===== src/rtl/vga_timing.sv =====
// vga_timing -- VGA raster timing generator gated by PLL lock.
//
// Purpose:
//   Waits for the pixel-clock PLL to report lock and then for SETTLE_CYCLES
//   further clocks of uninterrupted lock. After that it scans an
//   H_total x V_total raster and produces syncs, a visible-area flag,
//   line/frame start pulses and an optional test pattern.
//   Losing lock or asserting reset returns every output to its idle value.
//
// Ports:
//   clock_in     in   1   pixel clock; every flop runs on its rising edge
//   reset        in   1   synchronous active-high reset
//   locked       in   1   PLL lock, already synchronous to clock_in
//   hsync        out  1   horizontal sync, active low
//   vsync        out  1   vertical sync, active low
//   active       out  1   high while (x,y) is inside the visible area
//   x            out  10  horizontal position, 0..H_total-1
//   y            out  10  vertical position, 0..V_total-1
//   line_start   out  1   high on the cycle where x==0
//   frame_start  out  1   high on the cycle where x==0 and y==0
//   rgb          out  3   pixel colour {r,g,b}
//
// Configuration macro:
//   VGA_TIMING_RAINBOW_EN -- when defined, rgb shows eight vertical colour
//   bars across the visible width. When undefined, rgb is held at 0.
//
// Every output is a flop that loads from the next-cycle counter values.
// The syncs, pulses and colour therefore always describe the (x,y) shown
// in the same cycle.

module vga_timing #(
    parameter int H_VISIBLE     = 640,
    parameter int H_FRONT       = 16,
    parameter int H_SYNC        = 96,
    parameter int H_BACK        = 48,
    parameter int V_VISIBLE     = 480,
    parameter int V_FRONT       = 10,
    parameter int V_SYNC        = 2,
    parameter int V_BACK        = 33,
    parameter int SETTLE_CYCLES = 16
) (
    input  logic       clock_in,
    input  logic       reset,
    input  logic       locked,
    output logic       hsync,
    output logic       vsync,
    output logic       active,
    output logic [9:0] x,
    output logic [9:0] y,
    output logic       line_start,
    output logic       frame_start,
    output logic [2:0] rgb
);

    localparam logic [9:0] H_LAST   = 10'(H_VISIBLE + H_FRONT + H_SYNC + H_BACK - 1);
    localparam logic [9:0] V_LAST   = 10'(V_VISIBLE + V_FRONT + V_SYNC + V_BACK - 1);
    localparam logic [9:0] H_VIS    = 10'(H_VISIBLE);
    localparam logic [9:0] V_VIS    = 10'(V_VISIBLE);
    localparam logic [9:0] HS_START = 10'(H_VISIBLE + H_FRONT);
    localparam logic [9:0] HS_END   = 10'(H_VISIBLE + H_FRONT + H_SYNC);
    localparam logic [9:0] VS_START = 10'(V_VISIBLE + V_FRONT);
    localparam logic [9:0] VS_END   = 10'(V_VISIBLE + V_FRONT + V_SYNC);
    localparam logic [7:0] SETTLE_LAST = 8'(SETTLE_CYCLES - 1);

    typedef enum logic [1:0] {
        WAIT_LOCK = 2'd0,
        SETTLE    = 2'd1,
        RUN       = 2'd2
    } state_t;

    state_t      state_q, state_d;
    logic [7:0]  settle_q, settle_d;
    logic [9:0]  x_q, y_q, x_d, y_d;
    logic        hsync_q, vsync_q, active_q, line_q, frame_q;
    logic        hsync_d, vsync_d, active_d, line_d, frame_d;
    logic [2:0]  rgb_q, rgb_d;
    logic        run_d;

`ifdef VGA_TIMING_RAINBOW_EN
    localparam logic [9:0] BAR_W = 10'(H_VISIBLE / 8);

    // Colour bar index: the visible width is split into eight equal bars.
    function automatic logic [2:0] bar_index(input logic [9:0] xv);
        return 3'(xv / BAR_W);
    endfunction
`endif

    // Next state, settle counter and raster position.
    always_comb begin
        state_d  = state_q;
        settle_d = settle_q;
        x_d      = 10'd0;
        y_d      = 10'd0;
        case (state_q)
            WAIT_LOCK: begin
                settle_d = 8'd0;
                if (locked) begin
                    state_d = SETTLE;
                end else begin
                    state_d = WAIT_LOCK;
                end
            end
            SETTLE: begin
                if (!locked) begin
                    state_d  = WAIT_LOCK;
                    settle_d = 8'd0;
                end else if (settle_q >= SETTLE_LAST) begin
                    // Counters stay at 0, so the first RUN cycle is (0,0).
                    state_d  = RUN;
                    settle_d = 8'd0;
                end else begin
                    state_d  = SETTLE;
                    settle_d = settle_q + 8'd1;
                end
            end
            RUN: begin
                if (!locked) begin
                    state_d = WAIT_LOCK;
                end else begin
                    state_d = RUN;
                    // ">=" lets a corrupted counter recover on the next wrap.
                    if (x_q >= H_LAST) begin
                        x_d = 10'd0;
                        if (y_q >= V_LAST) begin
                            y_d = 10'd0;
                        end else begin
                            y_d = y_q + 10'd1;
                        end
                    end else begin
                        x_d = x_q + 10'd1;
                        y_d = y_q;
                    end
                end
            end
            default: begin
                state_d  = WAIT_LOCK;
                settle_d = 8'd0;
            end
        endcase
    end

    // Output values for the position that will be presented next cycle.
    always_comb begin
        run_d    = (state_d == RUN);
        hsync_d  = !(run_d && (x_d >= HS_START) && (x_d < HS_END));
        vsync_d  = !(run_d && (y_d >= VS_START) && (y_d < VS_END));
        active_d = run_d && (x_d < H_VIS) && (y_d < V_VIS);
        line_d   = run_d && (x_d == 10'd0);
        frame_d  = run_d && (x_d == 10'd0) && (y_d == 10'd0);
`ifdef VGA_TIMING_RAINBOW_EN
        if (active_d) begin
            rgb_d = bar_index(x_d);
        end else begin
            rgb_d = 3'b000;
        end
`else
        rgb_d = 3'b000;
`endif
    end

    // State, counters and registered outputs; reset overrides everything.
    always_ff @(posedge clock_in) begin
        if (reset) begin
            state_q  <= WAIT_LOCK;
            settle_q <= 8'd0;
            x_q      <= 10'd0;
            y_q      <= 10'd0;
            hsync_q  <= 1'b1;
            vsync_q  <= 1'b1;
            active_q <= 1'b0;
            line_q   <= 1'b0;
            frame_q  <= 1'b0;
            rgb_q    <= 3'b000;
        end else begin
            state_q  <= state_d;
            settle_q <= settle_d;
            x_q      <= x_d;
            y_q      <= y_d;
            hsync_q  <= hsync_d;
            vsync_q  <= vsync_d;
            active_q <= active_d;
            line_q   <= line_d;
            frame_q  <= frame_d;
            rgb_q    <= rgb_d;
        end
    end

    assign hsync       = hsync_q;
    assign vsync       = vsync_q;
    assign active      = active_q;
    assign x           = x_q;
    assign y           = y_q;
    assign line_start  = line_q;
    assign frame_start = frame_q;
    assign rgb         = rgb_q;

endmodule


===== config.mk =====
export PLATFORM = sky130hd
export DESIGN_NAME = vga_timing
export DESIGN_NICKNAME = d
export VERILOG_FILES = /design/src/rtl/vga_timing.sv
export SDC_FILE = /design/constraint.sdc
export NUM_CORES = 1
export LEC_CHECK = 0
export CAP_MARGIN = 20
export CORE_MARGIN = 1
export CORE_UTILIZATION = 57
export CTS_CLUSTER_DIAMETER = 30
export DETAILED_ROUTE_END_ITERATION = 16
export PLACE_DENSITY = 0.84
export SLEW_MARGIN = 15
export SYNTH_ARGS = -nofsm -noshare
export SYNTH_HDL_FRONTEND = slang
export SYNTH_SLANG_ARGS = --single-unit

===== constraint.sdc =====
create_clock -name clock_in -period 3.6 [get_ports clock_in]
set_clock_uncertainty 0.05 [all_clocks]
set_input_delay 0.9 -clock clock_in [delete_from_list [all_inputs] [get_ports clock_in]]
set_output_delay 0.9 -clock clock_in [all_outputs]
set_load 0.01 [all_outputs]

==> results.md, run 1 <==
* Port-buffer cells at 27
* Clk sink count at 35
* DRT iter0 DRCs at around 180
* Setup Viol. Count Final at 0
* CTS Buf Count at 5
* Stages on the worst setup path at 7
* Fin. max-slew vios at 0
* Final Hold Fails at 0
* Die Wd at between 60 and 70 µm
* GRT Resource Usage Total at 0.262
* Clock Tree Buf Depth at 2
* Met3 GRT Util at 0.0823
* Commonest non-fill, non-tap cell in the layout: dfxtp_1
* Startpoint types: flop
* Crit-path slowest cell: dfxtp_1
* Clock Tree Root: clkbuf_4
* WP buf/inv at 0
* Max Fclk at 0.374 GHz
* Worst Setup Path Type: flop to flop
* Crit-path leading delay family: compound AO/OA/AOI/OAI gates
* CP required at around 3.8 ns
* VDD IR max at between 0.15 and 0.2 mV
* H-tree levels at 2
* Final ANT Viol Nets at 0
* Post-CTS setup buffers at 0
* Die H at about 60 µm
* Worst path arrival time at just under 3 ns
* Leakage at 0.719 nW
* Vias in the first global route at 1520
* First drt pass iteration count at 5
* Placed cell count at 284
* Actual slew at the worst max-slew pin at between 0.5 and 0.6 ns
* Initial antenna violation count at 0
* Filler Cell Count at 252
* Synth Instances at between 200 and 250
* Clock Latency Late Sink at 0.36 ns
* Status: complete, no violations
* Aggregate global routing overflow at 0
* Area growth syn-to-layout at 14.8%
* Yosys cell types at 50
* Fin cells at 292
* Layout cells sized above 1 at 0.0806
* DRC Markers at 0
* Core ar. at between 0.003 and 0.004 mm²
* Mean Syn Cell Area at roughly 8.5 µm²
* Seq/Total Area, Yosys at 0.364
* RSZ-0062 raised after global routing: no
* Post_cts resized at 0
* Routed via count at around 1700
* Period utilization at 0.743
* Mapped cell area at a little under 0.002 mm²
* Pwr dens at ~280 mW/mm²
* Hold Crit Start: settle_q[7]
* Critical R2R Launch: x[0]
* Initial Utilization at 0.616
* DR vias/cell at 5.93
* Crit. End Element: flop
* R2R cell count at 7
* CTS tree: done
* # diodes at 0
* Critical-path cell list: ha_1 -> and4_1 -> o211ai_2 -> o31a_1 -> o21ai_1 -> o2111ai_1 -> nor4bb_2
* Largest net degree at the start of global routing at 18
* Grt met2 use at 0.366
* Busiest layer in global routing: met2
* Max incr delay on CP at 0.43 ns
* Setup TNS at 0 ns
* Grt met1 use at 0.361
* Final WL at 4240 µm
* Detailed placer's ending HPWL at between 3000 and 4000 µm
* Die area at 0.00361 mm²
* Most frequent cells in the layout: dfxtp_1, clkdlybuf4s50_1, nor2_1, nor3_1, nand2_1
* Slew headroom at 0.617
* First-pass GRT wire length at 6860 µm
* WHS Path Cells at 1
* I/O pins at 31
* Register bit count reported by yosys at 35
* Gp weighted congestion at roughly 0.9
* WL/cell at around 15 µm
* Hold crit path type: flop to flop
* Final Net Count at between 200 and 300
* Worst Setup SP: x[0]
* Fin crit period at approximately 2.7 ns
* Maxcap violations at 0
* Hold_buf cts at 0
* Floorplan row count at 20
* Crit Path Max Fanout at 15
* Utilization after layout at 0.707
* Yosys warning count at 0
* Pwr Total at 0.000616 W
* Clock Pin Slew Worst Setup and Hold Paths at around 0.12 ns
cells in the mapped netlist, drive strengths merged:
| master | count | area [µm²] |
|---|---|---|
| dfxtp | 35 | 701 |
| nor2 | 22 | 82.6 |
| nand2 | 15 | 56.3 |
| nor3 | 15 | 75.1 |
| a21oi | 12 | 71.3 |
| buf | 12 | 93.8 |
| nand3 | 9 | 45.0 |
| o21ai | 9 | 45.0 |
| nor4 | 8 | 56.3 |
| xnor2 | 8 | 70.1 |
| nand4 | 7 | 43.8 |
| inv | 5 | 18.8 |
| xor2 | 5 | 43.8 |
| and4 | 4 | 35.0 |
| clkbuf | 4 | 15.0 |
| ha | 4 | 50.1 |
| nand2b | 4 | 25.0 |
| nor2b | 4 | 25.0 |
| nor3b | 4 | 30.0 |
| o21a | 4 | 30.0 |
| or3 | 4 | 30.0 |
| and2 | 3 | 18.8 |
| and3 | 3 | 23.8 |
| o211ai | 3 | 27.5 |
| o221ai | 3 | 32.5 |
| o31a | 3 | 26.3 |
| mux2 | 2 | 26.3 |
| o31ai | 2 | 15.0 |
| or2 | 2 | 12.5 |
| a211oi | 1 | 7.51 |
| a22oi | 1 | 7.51 |
| a31oi | 1 | 6.26 |
| conb | 1 | 3.75 |
| nand3b | 1 | 7.51 |
| nor4bb | 1 | 16.3 |
| o2111ai | 1 | 8.76 |
| o211a | 1 | 17.5 |
| o2bb2ai | 1 | 8.76 |
| o311ai | 1 | 8.76 |
| or4 | 1 | 7.51 |
flip-flops by register name (all words and copies together), names as in the netlist:
register	count
frame_start	1
hsync	1
y	10
active	1
vsync	1
settle_q	8
x	10
state_q	2
line_start	1
power by group:
part	switching, W	internal, W
Combinational	0.00000756	0.00000455
Clock	0.000140	0.0000753
Sequential	0.000000806	0.000388
worst register-to-register path: cells and delay by family, from the launching register on:
kind,cells,cell delay [ns]
adders and majority gates,1,0.34
DFF,1,0.43
and+or+nand+nor,2,0.66
AOI/OAI and AO/OA,4,1.11
per-stage QoR:
stage,instance area [µm²],hold slack [ns],setup slack [ns]
final,2210,0.420,0.926
after global routing,2210,0.443,0.648
after CTS,2210,0.423,0.942
after detailed placement,2160,0.398,0.981
after global placement,2160,0.398,1.06
after floorplan,1930,0.381,1.20
final timing paths:
path | end | slack (ns)
min reg2reg | settle_q[7] | 0.42
max | frame_start | 0.93
min | settle_q[7] | 0.42
max reg2reg | frame_start | 0.93
cell families after synthesis:
kind of cell             share of synthesized area
flip-flops                                   0.364
other                                      0.00195
XOR/XNOR                                    0.0591
multiplexers                                0.0136
AND/OR/NAND/NOR                              0.307
AO/OA/AOI/OAI                                0.162
adder cells (fa/ha/maj)                     0.0260
buffers and inverters                       0.0663
area by class of cell:
cell class	count	area (µm²)	share of cell area
multi-input cells	172	1100	0.500
clock buffers	6	41.3	0.0187
well taps	44	55.1	0.0249
clock inverters	2	12.5	0.00566
inverters	5	18.8	0.00849
repair buffers	28	278	0.126
flip-flops and latches	35	701	0.317
routing by layer:
layer  vias to the layer above  part of all wire
met1                       803              0.48
met2                        59              0.44
li1                        859                 -
met4                         0             0.017
met5                         -                 0
met3                        10             0.064
Power figures use the tool's default switching activity.
==> run 2, diff against run 1 <==
Settings changed: CORE_UTILIZATION 57 to 53, PLACE_DENSITY 0.84 to 0.79.
Clock period 3.6 ns to 2.5 ns, I/O delays scaled along.
==> results.md, run 2 (synthesis results as in run 1) <==
* WHS Path Cells at 1
* Clock Tree Buf Depth at 2
* First drt pass iteration count at 4
* Most frequent cells in the layout: dfxtp_1, clkdlybuf4s50_1, nor2_1, nor3_1, nand2_1
* Largest net degree at the start of global routing at 17
* Reg-to-reg slack, setup at between 0.15 and 0.2 ns
* Pwr Total at 0.00109 W
* Setup TNS at 0 ns
* Floorplan row count at 21
* R2R cell count at 7
* Clock Latency Late Sink at ~0.35 ns
* I/O pins at 31
* DRT iter0 DRCs at between 100 and 150
* First-pass GRT wire length at around 7000 µm
* Fin area at 0.00235 mm²
* DRC Markers at 0
* Initial Utilization at 0.564
* Worst Hold Path EP: settle_q[7]
* GRT Resource Usage Total at 0.230
* Aggregate global routing overflow at 0
* # diodes at 0
* Critical R2R Launch: x[0]
* H-tree levels at 2
* Commonest non-fill, non-tap cell in the layout: dfxtp_1
* Die area at between 0.003 and 0.004 mm²
* Clock Tree Root: clkbuf_4
* Fin crit period at between 2 and 2.5 ns
* Placed cell count at 298
* Area post-placement at ~0.0022 mm²
* Capture point of the worst reg-to-reg path: vsync
* Worst Setup Path Type: flop to flop
* Final WL at between 4000 and 5000 µm
* Setup Viol. Count Final at 0
* Clock Pin Slew Worst Setup and Hold Paths at 0.11 ns
* WL/cell at approximately 14 µm
* Routed via count at 1774
* Status: complete, no violations
* CTS Buf Count at 5
* Crit Path Max Fanout at 6
* Worst path arrival time at roughly 2.5 ns
* Leakage at about 0.81 nW
* Maxcap violations at 0
* Core ar. at between 0.003 and 0.004 mm²
* Fin. max-slew vios at 0
* Pwr dens at approximately 460 mW/mm²
* Clk sink count at 35
* Layout cells sized above 1 at 0.127
* Area growth syn-to-layout at 22.2%
* RSZ-0062 raised after global routing: no
* Port-buffer cells at 27
* Hold WS at 0.425 ns
* Fin cells at ~310
* Crit. End Element: flop
* Gp weighted congestion at about 0.9
* Vias in the first global route at about 1500
* Hold Crit Start: settle_q[7]
* Post-CTS setup buffers at 0
* VDD IR max at about 0.45 mV
* Final Net Count at 266
* Final Hold Fails at 0
* Die H at between 60 and 70 µm
* Max Fclk at 0.426 GHz
* Final ANT Viol Nets at 0
* CTS tree: done
* DR vias/cell at slightly below 6
* Hold crit path type: flop to flop
* Period utilization at 0.938
* Initial antenna violation count at 0
* Detailed placer's ending HPWL at around 3100 µm
* Filler Cell Count at around 290
* Die Wd at roughly 62 µm
* Startpoint types: flop
* CP required at around 2.7 ns
[run 2: cell types whose count changed in the layout (fill, tap and decap cells not counted), sizes merged]
cell | previous run | this run
buf | 1 | 13
clkinv | 1 | 0
bufinv | 0 | 2
clkinvlp | 1 | 0
[run 2: area by class of cell]
type                       count  area, µm²  share of cell area
clock buffer                   6       41.3              0.0176
multi-input combinational    172       1110               0.470
timing repair buffer          40        368               0.156
tap                           46       57.6              0.0245
sequential                    35        701               0.298
inverter                       5       18.8             0.00798
clock inverter                 2       60.1              0.0255
[run 2: how the worst max path moves through the flow]
| stage | from | end | slack (ns) | cells past startpoint |
|---|---|---|---|---|
| 5_1_grt | x[0] | vsync | 0.02 | 8 |
| 3_3_place_gp | x[0] | frame_start | 0.12 | 7 |
| 3_5_place_dp | x[0] | frame_start | 0.03 | 7 |
| 4_1_cts | x[0] | frame_start | 0.04 | 7 |
| 6_report | x[0] | vsync | 0.16 | 7 |
| 2_1_floorplan | x[0] | frame_start | 0.10 | 9 |
[run 2: where the power goes]
| part | switching [W] | total [W] | internal, W |
|---|---|---|---|
| Clock | 0.000198 | 0.000510 | 0.000312 |
| Combinational | 0.0000109 | 0.0000175 | 0.00000656 |
| Sequential | 0.00000115 | 0.000560 | 0.000559 |
[run 2: worst max-delay path: stages, from the launching register on]
cell	delay, ns
dfxtp_1	0.42
ha_1	0.25
and4_2	0.33
o211ai_2	0.15
nor4_1	0.43
o21ai_1	0.16
nor4_2	0.29
nand4_1	0.14
[run 2: what timing repair did]
| item | CTS | global route |
|---|---|---|
| setup endpoints to repair | 0 | 2 |
| hold buffers | 0 | 0 |
| resized for setup | 0 | 2 |
[run 2: per-stage QoR]
step / util / setup slack, ns
2_1_floorplan: - / 0.103
3_3_place_gp: 0.659 / 0.122
3_5_place_dp: 0.659 / 0.0317
4_1_cts: 0.688 / 0.0380
5_1_grt: 0.689 / 0.0151
6_report: 0.689 / 0.155
[run 2: layer usage]
layer  wire, µm  up-vias  track usage
met5          0        -            0
met4         48        0       0.0843
met3        337        6       0.0680
met2       1890       73        0.338
met1       1950      814        0.318
li1           -      881            -
